<file path="src/rtl/maj47_bist_ctrl_if.sv">
// Bundles the BIST controller's host handshake, result reporting and the
// stimulus/response pair exchanged with the majority block under test.
interface maj47_bist_ctrl_if #(
  parameter int N     = 47,
  parameter int CNT_W = 32,
  parameter int ERR_W = 16
);
  logic             start;
  logic [CNT_W-1:0] num_rand;
  logic [N-1:0]     seed;
  logic [N-1:0]     x_out;
  logic             y_in;
  logic             busy;
  logic             done;
  logic             pass;
  logic [ERR_W-1:0] mismatch_cnt;
  logic [N-1:0]     first_fail_vec;
  logic [CNT_W-1:0] first_fail_idx;
  logic             first_fail_vld;

  // Host side, which also closes the loop through the majority block.
  modport master (
    output start, num_rand, seed, y_in,
    input  x_out, busy, done, pass, mismatch_cnt,
           first_fail_vec, first_fail_idx, first_fail_vld
  );

  // BIST controller side.
  modport slave (
    input  start, num_rand, seed, y_in,
    output x_out, busy, done, pass, mismatch_cnt,
           first_fail_vec, first_fail_idx, first_fail_vld
  );
endinterface

</file>
<file path="src/rtl/maj47_bist_ctrl.sv">
// Stimulus generator and golden checker for the 47-input majority block.
// Optional macro MAJ_BIST_STOP_ON_FAIL_EN: end the run at the first mismatch.
module maj47_bist_ctrl #(
  parameter int N          = 47,
  parameter int SETTLE_CYC = 2,
  parameter int CNT_W      = 32,
  parameter int ERR_W      = 16
) (
  input  logic              clk,
  input  logic              rst,
  maj47_bist_ctrl_if.slave  bus
);

  localparam int THRESH  = (N + 1) / 2;
  localparam int PH1_CNT = 2 * N;
  localparam int POP_W   = $clog2(N + 1);
  localparam int K_W     = $clog2(N);
  localparam logic [N-1:0] W_HI = {{(N - THRESH){1'b0}}, {THRESH{1'b1}}};
  localparam logic [N-1:0] W_LO = {{(N - THRESH + 1){1'b0}}, {(THRESH - 1){1'b1}}};

`ifdef MAJ_BIST_STOP_ON_FAIL_EN
  localparam bit STOP_ON_FAIL = 1'b1;
`else
  localparam bit STOP_ON_FAIL = 1'b0;
`endif

  typedef enum logic [1:0] {IDLE, APPLY, SAMPLE, DONE} state_t;

  state_t           state_q, state_d;
  logic [3:0]       settle_q;
  logic [CNT_W-1:0] idx_q;
  logic [CNT_W-1:0] num_rand_q;
  logic [N-1:0]     lfsr_q;
  logic [N-1:0]     x_q;
  logic [ERR_W-1:0] err_q;
  logic [N-1:0]     ff_vec_q;
  logic [CNT_W-1:0] ff_idx_q;
  logic             ff_vld_q;

  logic             start_ok, load, mismatch, ref_bit, more_vec, phase1;
  logic [POP_W-1:0] pop;
  logic [CNT_W-1:0] vec_idx;
  logic [K_W-1:0]   k;
  logic [K_W:0]     rsh;
  logic [N-1:0]     base_vec, rot_vec, seed_eff, lfsr_step;
  logic [CNT_W:0]   total_ext, next_ext;
  logic             busy, done, pass;

  assign start_ok = bus.start && (state_q == IDLE || state_q == DONE);

  always_comb begin
    pop = '0;
    for (int i = 0; i < N; i++) pop = pop + POP_W'(x_q[i]);
  end

  assign ref_bit  = (pop >= POP_W'(THRESH));
  assign mismatch = (state_q == SAMPLE) && (bus.y_in != ref_bit);

  // Widened by one bit so 94 + num_rand cannot wrap the comparison.
  assign total_ext = (CNT_W+1)'(PH1_CNT) + {1'b0, num_rand_q};
  assign next_ext  = {1'b0, idx_q} + (CNT_W+1)'(1);
  assign more_vec  = (next_ext < total_ext);

  assign vec_idx  = start_ok ? '0 : idx_q + CNT_W'(1);
  assign phase1   = (vec_idx < CNT_W'(PH1_CNT));
  assign k        = vec_idx[K_W:1];
  assign base_vec = vec_idx[0] ? W_LO : W_HI;
  assign rsh      = (K_W+1)'(N) - {1'b0, k};
  assign rot_vec  = (base_vec << k) | (base_vec >> rsh);

  assign seed_eff  = (bus.seed == '0) ? '1 : bus.seed;
  assign lfsr_step = {lfsr_q[N-2:0], lfsr_q[N-1] ^ lfsr_q[N-6]};

  assign load = (state_d == APPLY) && (state_q != APPLY);

  always_ff @(posedge clk or posedge rst) begin
    if (rst) state_q <= IDLE;
    else     state_q <= state_d;
  end

  always_comb begin
    state_d = state_q;
    case (state_q)
      IDLE, DONE: if (start_ok) state_d = APPLY;
      APPLY:      if (settle_q == '0) state_d = SAMPLE;
      SAMPLE: begin
        state_d = more_vec ? APPLY : DONE;
        if (STOP_ON_FAIL && mismatch) state_d = DONE;
      end
      default:    state_d = IDLE;
    endcase
  end

  always_comb begin
    busy = 1'b0;
    done = 1'b0;
    pass = 1'b0;
    case (state_q)
      APPLY, SAMPLE: busy = 1'b1;
      DONE: begin
        done = 1'b1;
        pass = (err_q == '0);
      end
      default: ;
    endcase
  end

  always_ff @(posedge clk or posedge rst) begin
    if (rst) begin
      settle_q   <= '0;
      idx_q      <= '0;
      num_rand_q <= '0;
      lfsr_q     <= '1;
      x_q        <= '0;
      err_q      <= '0;
      ff_vec_q   <= '0;
      ff_idx_q   <= '0;
      ff_vld_q   <= 1'b0;
    end else begin
      if (start_ok) begin
        num_rand_q <= bus.num_rand;
        lfsr_q     <= seed_eff;
        err_q      <= '0;
        ff_vec_q   <= '0;
        ff_idx_q   <= '0;
        ff_vld_q   <= 1'b0;
      end
      if (load) begin
        x_q      <= phase1 ? rot_vec : lfsr_q;
        idx_q    <= vec_idx;
        settle_q <= 4'(SETTLE_CYC - 1);
        if (!phase1) lfsr_q <= lfsr_step;
      end else if (state_q == APPLY && settle_q != '0) begin
        settle_q <= settle_q - 4'd1;
      end
      if (mismatch) begin
        if (err_q != '1) err_q <= err_q + ERR_W'(1);
        if (!ff_vld_q) begin
          ff_vec_q <= x_q;
          ff_idx_q <= idx_q;
          ff_vld_q <= 1'b1;
        end
      end
    end
  end

  assign bus.x_out          = x_q;
  assign bus.busy           = busy;
  assign bus.done           = done;
  assign bus.pass           = pass;
  assign bus.mismatch_cnt   = err_q;
  assign bus.first_fail_vec = ff_vec_q;
  assign bus.first_fail_idx = ff_idx_q;
  assign bus.first_fail_vld = ff_vld_q;

endmodule

</file>
<file path="src/flat_wrapper.sv">
// flat-port wrapper written by rule: the top's interface ports become plain ports
module maj47_bist_ctrl_flat 
#(
  parameter int N          = 47,
  parameter int SETTLE_CYC = 2,
  parameter int CNT_W      = 32,
  parameter int ERR_W      = 16
)
  (clk, rst, bus_start, bus_num_rand, bus_seed, bus_y_in, bus_x_out, bus_busy, bus_done, bus_pass, bus_mismatch_cnt, bus_first_fail_vec, bus_first_fail_idx, bus_first_fail_vld);
  maj47_bist_ctrl_if #(.N(N), .CNT_W(CNT_W), .ERR_W(ERR_W)) bus_i ();
  input  logic clk;
  input  logic rst;
  input wire logic [$bits(bus_i.start)-1:0] bus_start;
  input wire logic [$bits(bus_i.num_rand)-1:0] bus_num_rand;
  input wire logic [$bits(bus_i.seed)-1:0] bus_seed;
  input wire logic [$bits(bus_i.y_in)-1:0] bus_y_in;
  output wire logic [$bits(bus_i.x_out)-1:0] bus_x_out;
  output wire logic [$bits(bus_i.busy)-1:0] bus_busy;
  output wire logic [$bits(bus_i.done)-1:0] bus_done;
  output wire logic [$bits(bus_i.pass)-1:0] bus_pass;
  output wire logic [$bits(bus_i.mismatch_cnt)-1:0] bus_mismatch_cnt;
  output wire logic [$bits(bus_i.first_fail_vec)-1:0] bus_first_fail_vec;
  output wire logic [$bits(bus_i.first_fail_idx)-1:0] bus_first_fail_idx;
  output wire logic [$bits(bus_i.first_fail_vld)-1:0] bus_first_fail_vld;
  assign bus_i.start = bus_start;
  assign bus_i.num_rand = bus_num_rand;
  assign bus_i.seed = bus_seed;
  assign bus_i.y_in = bus_y_in;
  assign bus_x_out = bus_i.x_out;
  assign bus_busy = bus_i.busy;
  assign bus_done = bus_i.done;
  assign bus_pass = bus_i.pass;
  assign bus_mismatch_cnt = bus_i.mismatch_cnt;
  assign bus_first_fail_vec = bus_i.first_fail_vec;
  assign bus_first_fail_idx = bus_i.first_fail_idx;
  assign bus_first_fail_vld = bus_i.first_fail_vld;
  maj47_bist_ctrl #(.N(N), .SETTLE_CYC(SETTLE_CYC), .CNT_W(CNT_W), .ERR_W(ERR_W)) u_core (.clk(clk), .rst(rst), .bus(bus_i));
endmodule
</file>
<file path="config.mk">
export PLATFORM = sky130hd
export DESIGN_NAME = maj47_bist_ctrl_flat
export DESIGN_NICKNAME = d
export VERILOG_FILES = /design/src/rtl/maj47_bist_ctrl_if.sv /design/src/rtl/maj47_bist_ctrl.sv /design/src/flat_wrapper.sv
export SDC_FILE = /design/constraint.sdc
export NUM_CORES = 1
export LEC_CHECK = 0
export ABC_AREA = 1
export CAP_MARGIN = 20
export CORE_MARGIN = 3
export CORE_UTILIZATION = 45
export DETAILED_ROUTE_END_ITERATION = 10
export GPL_ROUTABILITY_DRIVEN = 0
export PLACE_DENSITY = 0.76
export SYNTH_ARGS = -nofsm -noshare
export SYNTH_HDL_FRONTEND = slang
export SYNTH_SLANG_ARGS = --single-unit
</file>
<file path="constraint.sdc">
create_clock -name clk -period 8.6 [get_ports clk]
set_clock_uncertainty 0.2 [all_clocks]
set_input_delay 1.72 -clock clk [delete_from_list [all_inputs] [get_ports clk]]
set_output_delay 1.72 -clock clk [all_outputs]
set_load 0.01 [all_outputs]
</file>
# Word level (Yosys, flattened, before mapping)
# Cells that the tools add are included.
# Widths: inputs -> output; s select.
dict set report classes {
  n_addsub 52
  n_lt_le_gt_ge 3
  n_eq_ne 7
  shift 2
  muxes 28
  bitwise_logic 2
  n_reduce_logical 13
}
# operator count
set ops {}
lappend ops {{$mux 47} 8}
lappend ops {{$add 6x1->6} 45}
lappend ops {{$mux 32} 4}
lappend ops {{$mux 16} 3}
lappend ops {{$logic_not 47->1} 1}
lappend ops {{$or 47x47->47} 1}
lappend ops {{$shl 47x6->47} 1}
lappend ops {{$shr 47x7->47} 1}
lappend ops {{$add 32x1->33 const B} 1}
lappend ops {{$add 7x32->33 const A} 1}
lappend ops {{$lt 33x33->1} 1}
lappend ops {{$add 32x1->32 const B} 1}
lappend ops {{$lt 32x7->1 const B} 1}
lappend ops {{$mux 24} 1}
lappend ops {{$add 16x1->16 const B} 1}
lappend ops {{$logic_not 16->1} 1}
lappend ops {{$ne 16x16->1 const B} 1}
lappend ops {{$mux 4} 2}
lappend ops {{$sub 6x6->7 const A} 1}
lappend ops {{$ge 6x5->1 const B} 1}
lappend ops {{$mux 1} 6}
lappend ops {{$mux 2} 3}
lappend ops {{$pmux 2 s3} 1}
lappend ops {{$eq 2x1->1 const B} 2}
lappend ops {{13 further kinds} 18}
dict set report totals {
  reg_bits 260
  inputBits 83
  output_inout_bits 146
  wordCells 117
}

# Longest topological paths before layout
dict set report depth {
  word_depth 50
  mapped_depth 31
}

# Worst setup path before layout
# No wires, ideal clock.
dict set report synth_path {
  path_kind {flip-flop to flip-flop}
  start {register u_core.x_q[0], in the netlist u_core.bus.x_out[0]}
  end {register u_core.ff_idx_q[0], in the netlist u_core.bus.first_fail_idx[0]}
  setup_time_ns 0.083
  arrival_time_ns 6.189
  slack_ns 2.128
  stages_incl_launch_ff 27
  cell_sequence {dfrtp_1 -> ha_1 -> inv_1 -> fa_1 -> fa_1 -> inv_1 -> fa_1 -> fa_1 -> fa_1 -> fa_1 -> inv_1 -> fa_1 -> inv_1 -> fa_1 -> a21oi_1 -> o21ai_1 -> nor2_1 -> nor2_1 -> nand2_1 -> nand2_1 -> nand2_1 -> nand3_1 -> nor2_1 -> clkbuf_1 -> clkbuf_1 -> nand2_1 -> o21ai_0}
}
dict set report synth_via {
  elab_chain_len 50
}
# item line
set synth_rtl {}
lappend synth_rtl {{start, declared} maj47_bist_ctrl.sv:34} ;# logic [N-1:0] x_q;
lappend synth_rtl {{start signal, assigned} maj47_bist_ctrl.sv:129} ;# x_q <= phase1 ? rot_vec : lfsr_q;
lappend synth_rtl {{$add 1x1->2} maj47_bist_ctrl.sv:53} ;# for (int i = 0; i < N; i++) pop = pop + POP_W'(x_q[i]);
lappend synth_rtl {{$add 6x1->6 (45 in a row)} maj47_bist_ctrl.sv:53}
lappend synth_rtl {{$ge 6x5->1} maj47_bist_ctrl.sv:56} ;# assign ref_bit = (pop >= POP_W'(THRESH));
lappend synth_rtl {{$ne 1x1->1} maj47_bist_ctrl.sv:57} ;# assign mismatch = (state_q == SAMPLE) && (bus.y_in != ref_bit);
lappend synth_rtl {{$logic_and 1x1->1} maj47_bist_ctrl.sv:57}
lappend synth_rtl {{$mux 32} maj47_bist_ctrl.sv:136} ;# if (mismatch) begin
lappend synth_rtl {{end signal, assigned} maj47_bist_ctrl.sv:140} ;# ff_idx_q <= idx_q;
lappend synth_rtl {{end, declared} maj47_bist_ctrl.sv:37} ;# logic [CNT_W-1:0] ff_idx_q;
# No other way between the ends.
# A chain may end at the register's enable or synchronous reset.

# Worst setup path in the final report
dict set report layout_path {
  start {register u_core.x_q[0], in the netlist u_core.bus.x_out[0]}
  end {register u_core.ff_vec_q[23], in the netlist u_core.bus.first_fail_vec[23]}
}
dict set report layout_via {
  elab_chain_len 50
}
# item line
set layout_rtl {}
lappend layout_rtl {{$add 1x1->2} maj47_bist_ctrl.sv:53}
lappend layout_rtl {{$add 6x1->6 (45 in a row)} maj47_bist_ctrl.sv:53}
lappend layout_rtl {{$ge 6x5->1} maj47_bist_ctrl.sv:56}
lappend layout_rtl {{$ne 1x1->1} maj47_bist_ctrl.sv:57}
lappend layout_rtl {{$logic_and 1x1->1} maj47_bist_ctrl.sv:57}
lappend layout_rtl {{$mux 47} maj47_bist_ctrl.sv:136}
lappend layout_rtl {{end signal, assigned} maj47_bist_ctrl.sv:139} ;# ff_vec_q <= x_q;
lappend layout_rtl {{end, declared} maj47_bist_ctrl.sv:36} ;# logic [N-1:0] ff_vec_q;
# No other way between the ends.

==> flow_results.org <==
** Synthesis
- Synthesized netlist net count :: 2550
- After synthesis, the cell types taking the most area are dfrtp_1 (32%), nand2_1 (16%), dfstp_2 (7.3%), inv_1 (7.2%), nand3_1 (6.1%).
- Area share of the largest cell type after synthesis :: 0.315
- Library cell occupying the most area in the post-synthesis netlist :: dfrtp_1
- Synthesis handed over a netlist of 2377 instances.
- Top_reg_cell synth :: dfrtp_1
- Seq cells post-synth :: 260
- Share of flip-flops with an asynchronous set or reset after synthesis :: 1.00
- For this run, the register share of the synthesized area comes to 0.388.
- Dividing the synthesized area by the synthesized cell count gives 7.11 um^2.
- Yosys mapped the design onto 43 distinct sky130hd cell types.
- In this run, synthesis inferred 0 flip-flops with an integrated enable.
- YS warnings :: 0
- After synthesis the cells add up to 16900 um^2.

** Critical path
- Counting cells, the worst reg-to-reg path comes to 24.
- Critical path peak fanout :: 94
- Grouping stages by cell kind, the critical path spends the most delay in adder cells.
- Category of the critical setup timing path :: reg2reg
- The most numerous cell type found on the critical path is fa_1.
- Counting buffers and inverters, the worst setup path is 24 cells deep.
- Nature of the critical path endpoint :: flip-flop
- The number of buffers and inverters on the critical path is 5.
- The worst setup path is launched from a flip-flop.
- The slowest stage of the critical path belongs to the cell buf_4.
- Worst EP required :: 8.80 ns
- The worst register-to-register path has a setup slack of 1.26 ns.
- For the worst setup path, the data arrival time is 7.54 ns.
- Delay contributed by the slowest stage of the critical path :: 0.62 ns
- The signal on the critical path passes through ha_1, inv_1, fa_1, fa_1, inv_1, fa_1, fa_1, fa_1, fa_1, inv_1, fa_1, inv_1, fa_1, a21oi_1, o21ai_1, nor2_1, nor2_1, nand2_1, nand2_1, nand2_1, nand3_1, nor2_4, buf_4, o21ai_0.

** Cells and area
- Fraction of final layout cells sized beyond drive strength 1 :: 0.0585
- In the final layout, flip-flops and latches occupy 6570 um^2.
- In the final layout, the multi-input gates occupy 8630 um^2.
- 0 antenna diodes ended up in the layout.
- Relative to the synthesized area, the layout overhead comes to 20.8%.
- Nets@finish :: 2716
- Filler instances :: 3377

** Clocking
- The number of setup buffers added after CTS is 0.
- Counting the buffers created by CTS gives 29.
- Later-pin clock latency in the skew report :: 0.56 ns
- Clock Sinks :: 260
- Number of H-tree levels :: 1
- Gates resized during post-CTS repair numbered 0.
- The clock passes through at most 3 buffers.
- Clock tree root buffer cell :: clkbuf_16
- After clock tree synthesis, the flow added hold-fix buffers numbering 0.
- Clock tree from TritonCTS :: built
- After clock tree synthesis, the clock-pin slew on the worst setup and hold paths is 0.06 ns.

** Worst hold path
- Path category of the worst min-delay check :: reg2reg
- Number of cells on the worst hold path :: 2

** Floorplanning
- The floorplan step defined a die boundary enclosing 39900 um^2.
- Die Y :: 200 um
- Placement row count :: 70
- Overall die width :: 200 um
- Number of ports placed on the die boundary :: 229
- The initial utilization of the core area, before any placement, comes to 0.459.
- Core region area :: 36800 um^2

** Timing
- Sum of negative setup slack :: 0 ns
- Headroom to the max-slew limit came out at 0.270.
- The max-slew violation count came to 0.
- The number of hold violations in the final report was 0.
- Unrepaired setup endpoints after global routing :: no
- Setup violations remaining at the end of the flow were counted as 0.
- For the finished layout, the period the worst path requires is 7.34 ns.
- Of the available clock period, the critical path in the final layout requires 0.854.
- Slew at the pin closest to its max-slew limit :: 1.09 ns
- For this run, the top clock speed supported by timing is 136 MHz.

** Detailed routing
- Number of antenna-violating nets in the routed design :: 0
- Dividing the detail-routed wire length by the instance count gives 16.6 um.
- Wires add up to 50300 um.
- After detailed routing, the number of remaining DRC violations is 0.
- Vias after detailed routing :: 16289
- In the routed layout, each cell is associated on average with a via count of 5.37.
- In this run, the number of DRC markers left after iteration 0 of detailed routing was 1947.
- Number of detailed-routing iterations run before antenna repair :: 7

** GRT
- In the global route stage, overall resource usage came out at 0.247.
- Entering global routing, the biggest net connects 151 pins.
- The total overflow left after global routing is 0.
- Global-route wire length before repair :: 80300 um
- The number of antenna violations at the first check in global routing was 0.
- Number of global-route vias before repair :: 15284

** Placed design
- During placement, the flow inserted port buffers numbering 228.
- After legalization and detailed placement, the total HPWL measured 36800 um.

** Flow run
- Maximum Capacitance Violations :: 0

** Run status
- Status :: completed
## final cells by class
class	instances	share of cell area
flip-flops and latches	260	0.322
inverters	327	0.0604
clock inverters	8	0.00490
repair buffers	245	0.119
clock buffers	45	0.0429
well taps	468	0.0287
multi-input cells	1680	0.423
## synth_stat cells, types with 5 or more instances
cell	n
a21oi_1	65
a31oi_1	11
and2_1	10
buf_1	12
buf_2	13
buf_4	12
clkbuf_1	69
dfrtp_1	213
dfstp_2	47
fa_1	38
ha_1	52
inv_1	322
nand2_1	729
nand2_2	7
nand3_1	205
nand4_1	35
nor2_1	170
nor2_2	8
nor2_4	5
nor3_1	24
nor4_1	5
o211ai_1	5
o21ai_0	201
o21ai_1	40
o21bai_1	6
o22ai_1	11
xor2_1	25
## worst paths after layout
check                                           startpoint                                 endpoint
setup reg to reg           u_core.bus.x_out[0]$_DFFE_PP0P_  u_core.bus.first_fail_vec[23]$_DFF_PP0_
hold reg to reg                u_core.lfsr_q[42]$_DFF_PP1_              u_core.lfsr_q[43]$_DFF_PP1_
setup / recovery           u_core.bus.x_out[0]$_DFFE_PP0P_  u_core.bus.first_fail_vec[23]$_DFF_PP0_
hold / removal                 u_core.lfsr_q[42]$_DFF_PP1_              u_core.lfsr_q[43]$_DFF_PP1_
max in group asynchronous                              rst  u_core.bus.first_fail_vec[14]$_DFF_PP0_
min in group asynchronous                              rst  u_core.bus.first_fail_idx[29]$_DFF_PP0_
## cells in the final DEF (no fill, tap or decap), drive strengths merged, types with 6 or more instances in the layout
master / count
nand2: 738
inv: 326
o21ai: 241
clkdlybuf4s50: 228
dfrtp: 213
nand3: 208
nor2: 184
a21oi: 65
ha: 52
dfstp: 47
clkbuf: 45
fa: 38
nand4: 35
xor2: 25
nor3: 24
buf: 17
o22ai: 11
a31oi: 11
and2: 10
o21bai: 6
## stage by stage
step	instance area (um^2)	utilization	hold slack [ns]	worst slack, ns	std cells
6_report	20400	0.555	0.279	1.26	3033
5_1_grt	20400	0.555	0.292	0.781	3033
4_1_cts	20400	0.555	0.283	1.26	3033
3_5_place_dp	19400	0.528	0.277	1.27	2980
3_3_place_gp	19400	0.528	0.266	1.56	2980
2_1_floorplan	16900	-	0.249	2.13	2377
## cells by family after synthesis
kind of cell / count (synthesis) / synth area share
adders and majority gates: 90 / 0.0835
and+or+nand+nor: 1210 / 0.302
DFF: 260 / 0.388
buffers and inverters: 437 / 0.102
xor gates and xnor gates: 29 / 0.0150
AOI/OAI and AO/OA: 351 / 0.109
## registers in the layout (all words and copies together), names as in the netlist
name,flops
u_core.idx_q,32
u_core.settle_q,4
u_core.num_rand_q,32
u_core.bus.first_fail_idx,32
u_core.bus.first_fail_vld,1
u_core.state_q,2
u_core.bus.x_out,47
u_core.lfsr_q,47
u_core.bus.mismatch_cnt,16
u_core.bus.first_fail_vec,47
## per-layer routing
| metal | vias to the layer above | track usage | wire (um) |
|---|---|---|---|
| met4 | 0 | 0.0607 | 1220 |
| li1 | 7869 | - | - |
| met1 | 7543 | 0.381 | 22800 |
| met2 | 773 | 0.363 | 21500 |
| met3 | 104 | 0.0393 | 4790 |
| met5 | - | 0 | 0 |
## worst min-delay path: stages, from the launching register on
cell,delay [ns]
dfstp_2,0.37
nand3_1,0.07
nand2_1,0.05
Power is left out: the tool's default activity adds up to more than one toggle a clock period on the data nets, which glitch-free logic cannot reach.
